`src/rtl/regfile_pkg.sv`:
```
// Register-file constants and MIPS register names shared by writeback, decode and the register file.
package regfile_pkg;
  localparam int DATA_W   = 32;
  localparam int ADDR_W   = 5;
  localparam int NUM_REGS = 1 << ADDR_W;

  localparam logic [ADDR_W-1:0] REG_ZERO = 5'h0;
  localparam logic [ADDR_W-1:0] REG_AT   = 5'd1;
  localparam logic [ADDR_W-1:0] REG_V0   = 5'd2;
  localparam logic [ADDR_W-1:0] REG_V1   = 5'd3;
  localparam logic [ADDR_W-1:0] REG_A0   = 5'd4;
  localparam logic [ADDR_W-1:0] REG_A1   = 5'd5;
  localparam logic [ADDR_W-1:0] REG_A2   = 5'd6;
  localparam logic [ADDR_W-1:0] REG_A3   = 5'd7;
  localparam logic [ADDR_W-1:0] REG_T0   = 5'd8;
  localparam logic [ADDR_W-1:0] REG_T7   = 5'd15;
  localparam logic [ADDR_W-1:0] REG_S0   = 5'd16;
  localparam logic [ADDR_W-1:0] REG_S7   = 5'd23;
  localparam logic [ADDR_W-1:0] REG_T8   = 5'd24;
  localparam logic [ADDR_W-1:0] REG_T9   = 5'd25;
  localparam logic [ADDR_W-1:0] REG_K0   = 5'd26;
  localparam logic [ADDR_W-1:0] REG_K1   = 5'd27;
  localparam logic [ADDR_W-1:0] REG_GP   = 5'd28;
  localparam logic [ADDR_W-1:0] REG_SP   = 5'd29;
  localparam logic [ADDR_W-1:0] REG_FP   = 5'd30;
  localparam logic [ADDR_W-1:0] REG_RA   = 5'd31;
endpackage

```
`src/rtl/rr_arbiter.sv`:
```
// Round-robin grant: lowest requester at or above ptr wins, otherwise lowest overall.
module rr_arbiter #(
  parameter int N = 3
) (
  input  logic [N-1:0]         req,
  input  logic [$clog2(N)-1:0] ptr,
  output logic [N-1:0]         grant,
  output logic [$clog2(N)-1:0] grant_idx
);
  localparam int IW = $clog2(N);

  logic [N-1:0] mask;
  logic [N-1:0] masked;
  logic [N-1:0] gnt_hi;
  logic [N-1:0] gnt_lo;

  // Two priority encoders: one over the rotated-mask window, one over all requests.
  always_comb begin
    mask = '0;
    for (int i = 0; i < N; i++) begin
      mask[i] = (IW'(i) >= ptr);
    end
    masked = req & mask;
    gnt_hi = masked & (~masked + N'(1));
    gnt_lo = req & (~req + N'(1));
    grant  = (|masked) ? gnt_hi : gnt_lo;
    grant_idx = '0;
    for (int i = 0; i < N; i++) begin
      if (grant[i]) grant_idx = IW'(i);
    end
  end
endmodule

```
`src/rtl/regfile_wb_arbiter.sv`:
```
// Shares the register-file write port among writeback sources and tracks in-flight
// destinations so decode can stall on RAW/WAW hazards.
module regfile_wb_arbiter
  import regfile_pkg::*;
#(
  parameter int NUM_REQ  = 3,
  parameter int DATA_W   = regfile_pkg::DATA_W,
  parameter int ADDR_W   = regfile_pkg::ADDR_W,
  parameter int NUM_REGS = regfile_pkg::NUM_REGS
) (
  input  logic                      clk,
  input  logic                      rst,
  input  logic [NUM_REQ-1:0]        req_valid,
  output logic [NUM_REQ-1:0]        req_ready,
  input  logic [NUM_REQ*ADDR_W-1:0] req_addr,
  input  logic [NUM_REQ*DATA_W-1:0] req_data,
  output logic                      rf_we,
  output logic [ADDR_W-1:0]         rf_waddr,
  output logic [DATA_W-1:0]         rf_wdata,
  input  logic                      issue_valid,
  input  logic [ADDR_W-1:0]         issue_addr,
  output logic                      issue_stall,
  output logic [NUM_REGS-1:0]       busy_vec
);
  localparam int IDX_W = $clog2(NUM_REQ);

  logic [IDX_W-1:0]    ptr;
  logic [IDX_W-1:0]    next_ptr;
  logic [IDX_W-1:0]    grant_idx;
  logic [NUM_REQ-1:0]  grant;
  logic                xfer;
  logic                wr_en;
  logic                set_en;
  logic [ADDR_W-1:0]   win_addr;
  logic [DATA_W-1:0]   win_data;
  logic [NUM_REGS-1:0] busy_next;

  logic                we_p1;
  logic [ADDR_W-1:0]   waddr_p1;
  logic [DATA_W-1:0]   wdata_p1;
  logic [NUM_REGS-1:0] busy_p1;

  rr_arbiter #(.N(NUM_REQ)) u_arb (
    .req       (req_valid),
    .ptr       (ptr),
    .grant     (grant),
    .grant_idx (grant_idx)
  );

  assign req_ready = rst ? grant : '0;
  assign xfer      = |(req_valid & req_ready);
  assign win_addr  = req_addr[grant_idx*ADDR_W +: ADDR_W];
  assign win_data  = req_data[grant_idx*DATA_W +: DATA_W];
  assign wr_en     = xfer && (win_addr != REG_ZERO);
  assign next_ptr  = (grant_idx == IDX_W'(NUM_REQ-1)) ? '0 : grant_idx + 1'b1;

  // A write completing this cycle releases its register to a same-cycle issue.
  assign issue_stall = issue_valid && busy_p1[issue_addr] && !(xfer && (win_addr == issue_addr));
  assign set_en      = issue_valid && (issue_addr != REG_ZERO) && !issue_stall;

  always_comb begin
    busy_next = busy_p1;
    if (xfer)   busy_next[win_addr]   = 1'b0;
    if (set_en) busy_next[issue_addr] = 1'b1;
    busy_next[0] = 1'b0;
  end

  // Stage p1: registered write port and scoreboard
  always_ff @(posedge clk) begin
    if (!rst) begin
      ptr      <= '0;
      we_p1    <= 1'b0;
      waddr_p1 <= '0;
      wdata_p1 <= '0;
      busy_p1  <= '0;
    end else begin
      we_p1   <= wr_en;
      busy_p1 <= busy_next;
      if (xfer) ptr <= next_ptr;
      if (wr_en) begin
        waddr_p1 <= win_addr;
        wdata_p1 <= win_data;
      end
    end
  end

  assign rf_we    = we_p1;
  assign rf_waddr = waddr_p1;
  assign rf_wdata = wdata_p1;
  assign busy_vec = busy_p1;
endmodule

```
`config.mk`:
```
export PLATFORM = sky130hd
export DESIGN_NAME = regfile_wb_arbiter
export DESIGN_NICKNAME = d
export VERILOG_FILES = /design/src/rtl/regfile_pkg.sv /design/src/rtl/rr_arbiter.sv /design/src/rtl/regfile_wb_arbiter.sv
export SDC_FILE = /design/constraint.sdc
export NUM_CORES = 1
export LEC_CHECK = 0
export BUFFER_PORTS_ARGS = -buffer_cell sky130_fd_sc_hd__buf_2
export CAP_MARGIN = 20
export CORE_MARGIN = 8
export CORE_UTILIZATION = 49
export CTS_CLUSTER_DIAMETER = 60
export DETAILED_ROUTE_END_ITERATION = 8
export GPL_TIMING_DRIVEN = 0
export PLACE_DENSITY_LB_ADDON = 0.25
export SETUP_SLACK_MARGIN = 0.15
export SLEW_MARGIN = 20
export SYNTH_ARGS = -nofsm -noshare
export SYNTH_HDL_FRONTEND = slang
export SYNTH_HIERARCHICAL = 1
export SYNTH_SLANG_ARGS = --single-unit
```
`constraint.sdc`:
```
create_clock -name clk -period 3.8 [get_ports clk]
set_clock_uncertainty 0.05 [all_clocks]
set_input_delay 0.76 -clock clk [delete_from_list [all_inputs] [get_ports clk]]
set_output_delay 0.76 -clock clk [all_outputs]
set_load 0.01 [all_outputs]
```
==> results of run 1 <==
registers in the layout, summed over array words and instances (netlist names):
name,cells
ptr,2
busy_vec,31
rf_waddr,5
rf_we,1
rf_wdata,32
worst paths after layout:
| check | startpoint | to | slack, ns | cells after the start |
|---|---|---|---|---|
| max | ptr[0] | issue_stall | 0.23 | 10 |
| min | rf_waddr[0] | rf_waddr[0] | 0.42 | 2 |
| max reg2reg | ptr[0] | rf_wdata[23] | 0.59 | 12 |
| min reg2reg | rf_waddr[0] | rf_waddr[0] | 0.42 | 2 |
timing repair:
action,CTS,global route
endpoints found under the setup margin,1,1
buffers inserted,5,2
resized for setup,13,11
pin swaps,5,3
power groups by stage:
stage	Combinational, mW	Clock [mW]	Sequential (mW)
6_report	0.612	0.712	0.815
2_1_floorplan	0.341	0	0.851
5_1_grt	0.659	0.750	0.821
3_5_place_dp	0.571	0	0.831
3_3_place_gp	0.557	0	0.830
4_1_cts	0.598	0.718	0.815
metrics by stage:
stage	hold slack (ns)	setup WS (ns)	TNS, ns	std cells	util [%]
6_report	0.4202	0.2320	0	900	66.74
3_3_place_gp	0.3958	-0.1606	-0.1606	877	62.42
4_1_cts	0.4201	0.1539	0	898	66.12
3_5_place_dp	0.4086	-0.2764	-0.2764	877	62.42
5_1_grt	0.4472	0.1198	0	900	66.74
2_1_floorplan	0.4296	0.3035	0	557	-
worst max-delay path, cell delays in order (launching register included):
cell     delay, ns
dfxtp_2       0.36
and2b_2       0.24
o31a_4        0.36
buf_4         0.13
buf_6         0.13
mux2_4        0.33
a221o_1       0.34
o22ai_4       0.14
o31ai_2       0.09
a21oi_2       0.13
buf_2         0.15
cell families after synthesis:
kind of cell / after synthesis / synth area share (%)
mux: 55 / 12.05
flops: 71 / 30.56
other cells: 1 / 0.08063
buf+inv: 62 / 6.726
compound gates: 151 / 26.23
xor+xnor: 1 / 0.1884
simple gates: 216 / 24.16
layer usage:
metal / up-vias / part of all wire (%) / GRT usage (%)
met4: 0 / 2.3 / 9.059
met1: 2420 / 39 / 27.61
met3: 38 / 9.5 / 8.347
met2: 272 / 49 / 43.81
met5: - / 0 / 0
li1: 2489 / - / -
cell usage in the layout, fill, tap and decap left out, drive strengths merged, types with 8 or more instances in the layout:
master  count
a31oi      34
buf       228
clkbuf     37
dfxtp      71
inv         8
mux2i      53
nand2      45
nand2b     11
nand3      40
nor2       60
nor2b      11
nor3       13
o211a      32
o211ai     31
o21ai      21
o22ai       8
cell type report:
cell class / count / area [sq um]
tap: 129 / 161.4
clock buffer: 12 / 155.1
multi-input combinational: 424 / 3005
clock inverter: 4 / 76.32
sequential: 71 / 1424
timing repair buffer: 198 / 1008
buffer: 55 / 310.3
inverter: 7 / 26.28
fill: 804 / 3073
==> impl_metrics.yaml, run 1 <==
status:
  run_status: "completed"
floorplan:
  die_area_sq_um: 12870
  die_h_um: 113.4
  start_util_pct: 50.33
  rows: 35
  ios: 196
  die_w_um: 113.4
  core_sq_um: 9240
worst_setup_path:
  arrival_ns: 2.76
  critPathRequiredTime_ns: 2.99
  crit_type: "flop to output pin"
  crit_path_end_kind: "output pin"
  crit_path_start_kind: "flop"
  cp_max_fo: 7
power:
  p_clk_share_pct: 33.3
  vdd_drop_max_mv: 0.2030
  sw_frac_of_total_pct: 31.80
  p_sw_mw: 0.6804
  intPower_mw: 1.459
  seq_power_share_pct: 38.1
  fin_total_pwr_mw: 2.140
  powerDensity_nw_per_um2: 347.0
  p_leak_nw: 3.010
  combPwrFrac_pct: 28.6
final_layout:
  fin_area_sq_um: 6167
  n_antenna_cell: 0
  syn_to_final_growth_pct: 32.61
  nets: 888
  drive_gt1_share_pct: 37.22
logic_synthesis:
  synth_most_common_cell: "dfxtp_1"
  syn-num-nets: 679
  syn_inst: 557
  ys_types: 60
  synth_flop_cell: "dfxtp_1"
  yosysSeqAreaShare_pct: 30.56
  synthArstFlopShare_pct: 0
  synth-seq-cells: 71
  synth_area_leaders: "dfxtp_1 (31%), mux2i_1 (11%), o211a_1 (6.9%)"
  synthesis.area_sq_um: 4651
  yosysTopAreaCell: "dfxtp_1"
  synth_edf_count: 0
  synth_warnings: 6
  synth_commonest_cells: "dfxtp_1 (71), nor2_1 (59), mux2i_1 (52)"
  synth.top_cell.area_share_pct: 30.56
  avgSynthCellArea_sq_um: 8.350
clock_network:
  cts_buffer_depth: 2
  cts_root_buf: "clkbuf_8"
  cts_buffers: 9
  cts.clk_slew.worst_paths_ns: 0.08
  cts_tree: "yes"
  cts_sinks: 71
  cts-htree-levels: 3
  clk_latency_ns: 0.35
  cts_hold_buf: 0
detailed_routing:
  dr.first_iter.drc_count: 308
  ant_nets: 0
  vias: 5219
  wl_per_cell_um: 18.42
  vias_per_cell: 5.799
  wirelength_mm: 16.58
  drc: 0
  first_pass_iters: 4
sta:
  relSlewSlack_pct: 42.60
  worst_pin_slew_ns: 0.8552
  min_period_over_period_pct: 93.89
  hold_viol_final: 0
  drv_slew: 0
  rsz0062_at_grt: "false"
  period_minus_slack_ns: 3.568
  setup_viol: 0
  fmax_ghz: 0.2803
placement:
  globalplace.congestion: 0.8945
  dpl_cell_area_sq_um: 5768
  hpwl_mm: 12.88
  io_buffers: 191
hold_path:
  min_path_type: "flop to flop"
global_route:
  grt_usage_pct: 25.02
  overflow: 0
  grt_pass1_wl_mm: 26.34
  grt_pass1_vias: 5406
  antenna_found_initial: 0
  grt_max_degree: 13
run:
  cap_violations: 0
(Power assumes the default switching activity.)
==> inputs of run 2 (changes only) <==
--- a/config.mk
+++ b/config.mk
@@ -12,10 +12,11 @@
 export CTS_CLUSTER_DIAMETER = 60
 export DETAILED_ROUTE_END_ITERATION = 8
 export GPL_TIMING_DRIVEN = 0
-export PLACE_DENSITY_LB_ADDON = 0.25
+export PLACE_DENSITY_LB_ADDON = 0.2
 export SETUP_SLACK_MARGIN = 0.15
-export SLEW_MARGIN = 20
+export SLEW_MARGIN = 10
 export SYNTH_ARGS = -nofsm -noshare
 export SYNTH_HDL_FRONTEND = slang
 export SYNTH_HIERARCHICAL = 1
 export SYNTH_SLANG_ARGS = --single-unit
+export TNS_END_PERCENT = 10
==> impl_metrics.yaml, run 2 (same netlist as run 1, synthesis figures left out) <==
detailed_routing:
  wirelength_mm: 16.71
  vias: 5304
  first_pass_iters: 5
  drc: 0
  dr.first_iter.drc_count: 441
  ant_nets: 0
  dr_wl_met2_mm: 8.032
  wl_met1_mm: 6.562
  wl_met3_mm: 1.756
  wl_per_cell_um: 18.44
  vias_per_cell: 5.854
  top_layer: "met4"
floorplan:
  die_area_sq_um: 12870
  core_sq_um: 9240
  ios: 196
  die_w_um: 113.4
  die_h_um: 113.4
  rows: 35
  start_util_pct: 50.33
final_layout:
  n_antenna_cell: 0
  final_cell_mix: "buf_2 (207), dfxtp_1 (69), nor2_1 (59), mux2i_1 (50), nand2_1 (45)"
  final_common_cell: "buf_2"
  nets: 894
  drive_gt1_share_pct: 37.84
  largest_reg_flops: 32
  syn_to_final_growth_pct: 33.79
  fin_cells: 906
run:
  cap_violations: 0
placement:
  io_buffers: 191
  dp_cells: 877
  globalplace.congestion: 0.9099
  hpwl_mm: 12.85
worst_setup_path:
  crit_path_end_kind: "output pin"
  reg2reg_slack_ns: 0.73
  cp_max_fo: 7
  crit_path_start_kind: "primary input"
  crit_type: "primary input to output pin"
  arrival_ns: 2.73
  critPathRequiredTime_ns: 2.99
global_route:
  grt_usage_pct: 24.85
  grt_max_degree: 14
  grt_pass1_vias: 5467
  grt_pass1_wl_mm: 26.21
  antenna_found_initial: 0
  overflow: 0
clock_network:
  cts_buffers: 9
  clk_latency_ns: 0.36
  cts-htree-levels: 3
  cts.clk_slew.worst_paths_ns: 0.07
  cts_sinks: 71
  cts_tree: "yes"
  cts_hold_buf: 0
  cts_root_buf: "clkbuf_8"
  cts_buffer_depth: 2
power:
  p_leak_nw: 3.036
  powerDensity_nw_per_um2: 341.5
  vdd_drop_max_mv: 0.1987
sta:
  drv_slew: 0
  worst_pin_slew_ns: 0.8394
  min_period_over_period_pct: 93.22
  period_minus_slack_ns: 3.542
  hold_viol_final: 0
  tns_ns: 0
  setup_viol: 0
  fmax_ghz: 0.2823
  rsz0062_at_grt: "false"
  relSlewSlack_pct: 43.67
hold_path:
  min_path_type: "flop to flop"
status:
  run_status: "completed"
-- run 2: report_power, final --
group,internal [mW],switching (mW)
Clock,0.373,0.311
Sequential,0.790,0.0255
Combinational,0.270,0.356
Total,1.43,0.692
-- run 2: layout make-up --
cell class,instances,area (sq um)
sequential,71,1426
clock inverter,6,92.59
fill,780,3018
multi-input combinational,424,3018
clock buffer,10,127.6
buffer,55,304.0
timing repair buffer,204,1066
tap,129,161.4
inverter,7,26.28
-- run 2: per-stage QoR --
stage | worst slack, ns | hold slack, ns | power (mW) | utilization (%) | cell area, sq um
floorplan | 0.3035 | 0.4296 | 1.192 | - | 4651
global placement | -0.1307 | 0.4094 | 1.386 | 62.42 | 5768
detailed placement | -0.2446 | 0.4064 | 1.402 | 62.42 | 5768
CTS | 0.1617 | 0.4218 | 2.105 | 66.24 | 6121
global route | 0.1458 | 0.4452 | 2.211 | 67.34 | 6222
finish | 0.2576 | 0.4264 | 2.125 | 67.34 | 6222
-- run 2: critical path, cell delays in order --
cell and delay [ns]:
buf_6 0.09, nor2_1 0.05, o31a_4 0.35, buf_4 0.13, buf_6 0.13, mux2_4 0.32, a221o_1 0.37, o22ai_4 0.14
o31ai_2 0.09, a21oi_2 0.14, buf_2 0.15
-- run 2: routing by layer --
layer	vias up	track usage, %
met5	-	0
met4	0	9.769
met3	28	7.396
met2	279	42.70
met1	2497	28.36
li1	2500	-
-- run 2: worst paths after layout --
path / from / end / cells after the start
max: req_valid[1] / issue_stall / 11
min: rf_waddr[0] / rf_waddr[0] / 2
max reg2reg: ptr[0] / rf_wdata[18] / 12
min reg2reg: rf_waddr[0] / rf_waddr[0] / 2
-- run 2: what timing repair did --
item,in CTS,in global routing
setup endpoints to repair,1,1
hold endpoints to repair,0,0
gates resized for setup,13,17
pin swaps,5,6
setup buffers,9,4
==> inputs of run 3 (changes only) <==
--- a/config.mk
+++ b/config.mk
@@ -5,14 +5,15 @@
 export SDC_FILE = /design/constraint.sdc
 export NUM_CORES = 1
 export LEC_CHECK = 0
+export ABC_AREA = 1
 export BUFFER_PORTS_ARGS = -buffer_cell sky130_fd_sc_hd__buf_2
 export CAP_MARGIN = 20
 export CORE_MARGIN = 8
-export CORE_UTILIZATION = 49
+export CORE_UTILIZATION = 48
 export CTS_CLUSTER_DIAMETER = 60
 export DETAILED_ROUTE_END_ITERATION = 8
 export GPL_TIMING_DRIVEN = 0
-export PLACE_DENSITY_LB_ADDON = 0.2
+export PLACE_DENSITY = 0.92
 export SETUP_SLACK_MARGIN = 0.15
 export SLEW_MARGIN = 10
 export SYNTH_ARGS = -nofsm -noshare
==> impl_metrics.yaml, run 3 <==
status:
  run_status: "completed"
detailed_routing:
  ant_nets: 0
  dr.first_iter.drc_count: 505
  wl_per_cell_um: 17.80
  wirelength_mm: 17.12
  drc: 0
  vias_per_cell: 5.643
  vias: 5429
  first_pass_iters: 5
worst_setup_path:
  crit_type: "primary input to output pin"
  cp_max_fo: 10
  critPathRequiredTime_ns: 2.99
  reg2reg_depth: 14
  r2r_end: "busy_vec[17]"
  crit_path_start_kind: "primary input"
  reg2reg_slack_ns: 1.14
  arrival_ns: 2.72
  crit_path_end_kind: "output pin"
  timing.rr.start: "ptr[1]"
global_route:
  grt_pass1_wl_mm: 26.34
  grt_usage_pct: 26.00
  grt_pass1_vias: 5048
  overflow: 0
  grt_max_degree: 13
  antenna_found_initial: 2
clock_network:
  cts_hold_buf: 0
  cts_tree: "yes"
  cts_buffers: 9
  clk_latency_ns: 0.36
  cts-htree-levels: 3
  cts_buffer_depth: 2
  cts_root_buf: "clkbuf_8"
  cts_sinks: 71
  cts.clk_slew.worst_paths_ns: 0.08
logic_synthesis:
  synthesis.area_sq_um: 4491
  synthArstFlopShare_pct: 0
  synth_flop_cell: "dfxtp_1"
  yosysTopAreaCell: "dfxtp_1"
  avgSynthCellArea_sq_um: 7.117
  synth-seq-cells: 71
  syn_inst: 631
  yosysSeqAreaShare_pct: 31.65
  synth_edf_count: 0
  ys_types: 29
  synth_commonest_cells: "nand2_1 (149), nor2_1 (74), dfxtp_1 (71)"
  synth_area_leaders: "dfxtp_1 (32%), nand2_1 (12%), nand3_2 (8.7%)"
  synth.top_cell.area_share_pct: 31.65
  syn-num-nets: 753
  synth_most_common_cell: "nand2_1"
  synth_warnings: 6
final_layout:
  drive_gt1_share_pct: 39.50
  final_common_cell: "buf_2"
  nets: 965
  largest_reg_flops: 32
  fin_cells: 962
  fin_area_sq_um: 5874
  final_core_util_pct: 64.18
  final_cell_mix: "buf_2 (197), nand2_1 (148), nor2_1 (73), dfxtp_1 (71), a21oi_1 (51)"
  syn_to_final_growth_pct: 30.82
  fill_cells: 801
sta:
  worst_slack_ns: 0.2669
  min_period_over_period_pct: 92.98
  setup_viol: 0
  drv_slew: 0
  tns_ns: 0
  relSlewSlack_pct: 51.82
  period_minus_slack_ns: 3.533
  fmax_ghz: 0.2830
  hold_ws_ns: 0.4215
  rsz0062_at_grt: "false"
  worst_pin_slew_ns: 0.7227
  hold_viol_final: 0
power:
  combPwrFrac_pct: 32.9
  vdd_drop_max_mv: 0.2092
  p_sw_mw: 0.7700
  p_clk_share_pct: 28.2
  intPower_mw: 1.389
  fin_total_pwr_mw: 2.159
  p_leak_nw: 2.747
  sw_frac_of_total_pct: 35.66
  seq_power_share_pct: 38.9
  powerDensity_nw_per_um2: 367.5
floorplan:
  rows: 35
  die_area_sq_um: 12710
  core_sq_um: 9153
  die_w_um: 112.7
  die_h_um: 112.7
  start_util_pct: 49.06
  ios: 196
placement:
  post-place-ws_ns: 0.1811
  globalplace.congestion: 0.9167
  dpl_cell_area_sq_um: 5595
  dp_cells: 935
  io_buffers: 193
  hpwl_mm: 13.11
hold_path:
  hold_end: "rf_waddr[0]"
  min_path_type: "flop to flop"
  hp-start: "rf_waddr[0]"
  hold_depth: 2
run:
  cap_violations: 0
-- run 3: area by class of cell --
cell class / count / area, sq um / area share (%)
diodes: 3 / 7.507 / 0.1278
multi-input cells: 478 / 2628 / 44.73
plain buffers: 43 / 306.5 / 5.218
flip-flops and latches: 71 / 1421 / 24.20
inverters: 39 / 148.9 / 2.535
well taps: 111 / 138.9 / 2.364
clock buffers: 10 / 137.6 / 2.343
clock inverters: 6 / 60.06 / 1.022
repair buffers: 201 / 1026 / 17.47
-- run 3: cells by family after synthesis --
family | after synthesis | share of synthesized area, %
AO/OA/AOI/OAI | 176 | 24.77
buffers and inverters | 82 | 10.14
flip-flops | 71 | 31.65
other | 1 | 0.08351
AND/OR/NAND/NOR | 301 | 33.35
-- run 3: how the worst max path moves through the flow --
stage / start / depth (start not counted) / slack (ns) / to
6_report: req_valid[1] / 18 / 0.27 / issue_stall
5_1_grt: req_valid[1] / 18 / 0.14 / issue_stall
4_1_cts: req_valid[1] / 18 / 0.17 / issue_stall
3_5_place_dp: req_valid[1] / 18 / 0.18 / issue_stall
3_3_place_gp: req_valid[1] / 18 / 0.24 / issue_stall
2_1_floorplan: req_valid[1] / 16 / 0.73 / issue_stall
-- run 3: power groups by stage --
stage | logic [mW] | clock network [mW] | registers, mW
global placement | 0.671 | 0 | 0.852
CTS | 0.687 | 0.615 | 0.838
detailed placement | 0.682 | 0 | 0.854
floorplan | 0.399 | 0 | 0.880
global route | 0.771 | 0.650 | 0.845
finish | 0.710 | 0.610 | 0.839
-- run 3: worst max-delay path, stage by stage --
cell and delay (ns):
buf_2 0.13, nor2_1 0.09, o21ai_0 0.10, nor2_2 0.17
buf_4 0.13, buf_6 0.14, nor2_2 0.05, buf_6 0.15
nand2_2 0.10, nand3_4 0.11, nand2_1 0.07, nand2_1 0.07
nor2_2 0.13, nand3_2 0.11, nand3_4 0.13, buf_8 0.12
inv_1 0.03, buf_2 0.13
-- run 3: what timing repair did --
| item | 4_1_cts | 5_1_grt |
|---|---|---|
| resized for setup | 0 | 4 |
| endpoints found under the setup margin | 0 | 1 |
| setup buffers | 0 | 8 |
-- run 3: layer usage --
layer | routed length, um | part of all wire (%) | GRT usage [%]
met1 | 6731 | 39 | 31.75
met2 | 7986 | 47 | 41.18
met3 | 1757 | 10 | 7.242
met4 | 645 | 3.8 | 12.95
met5 | 0 | 0 | 0
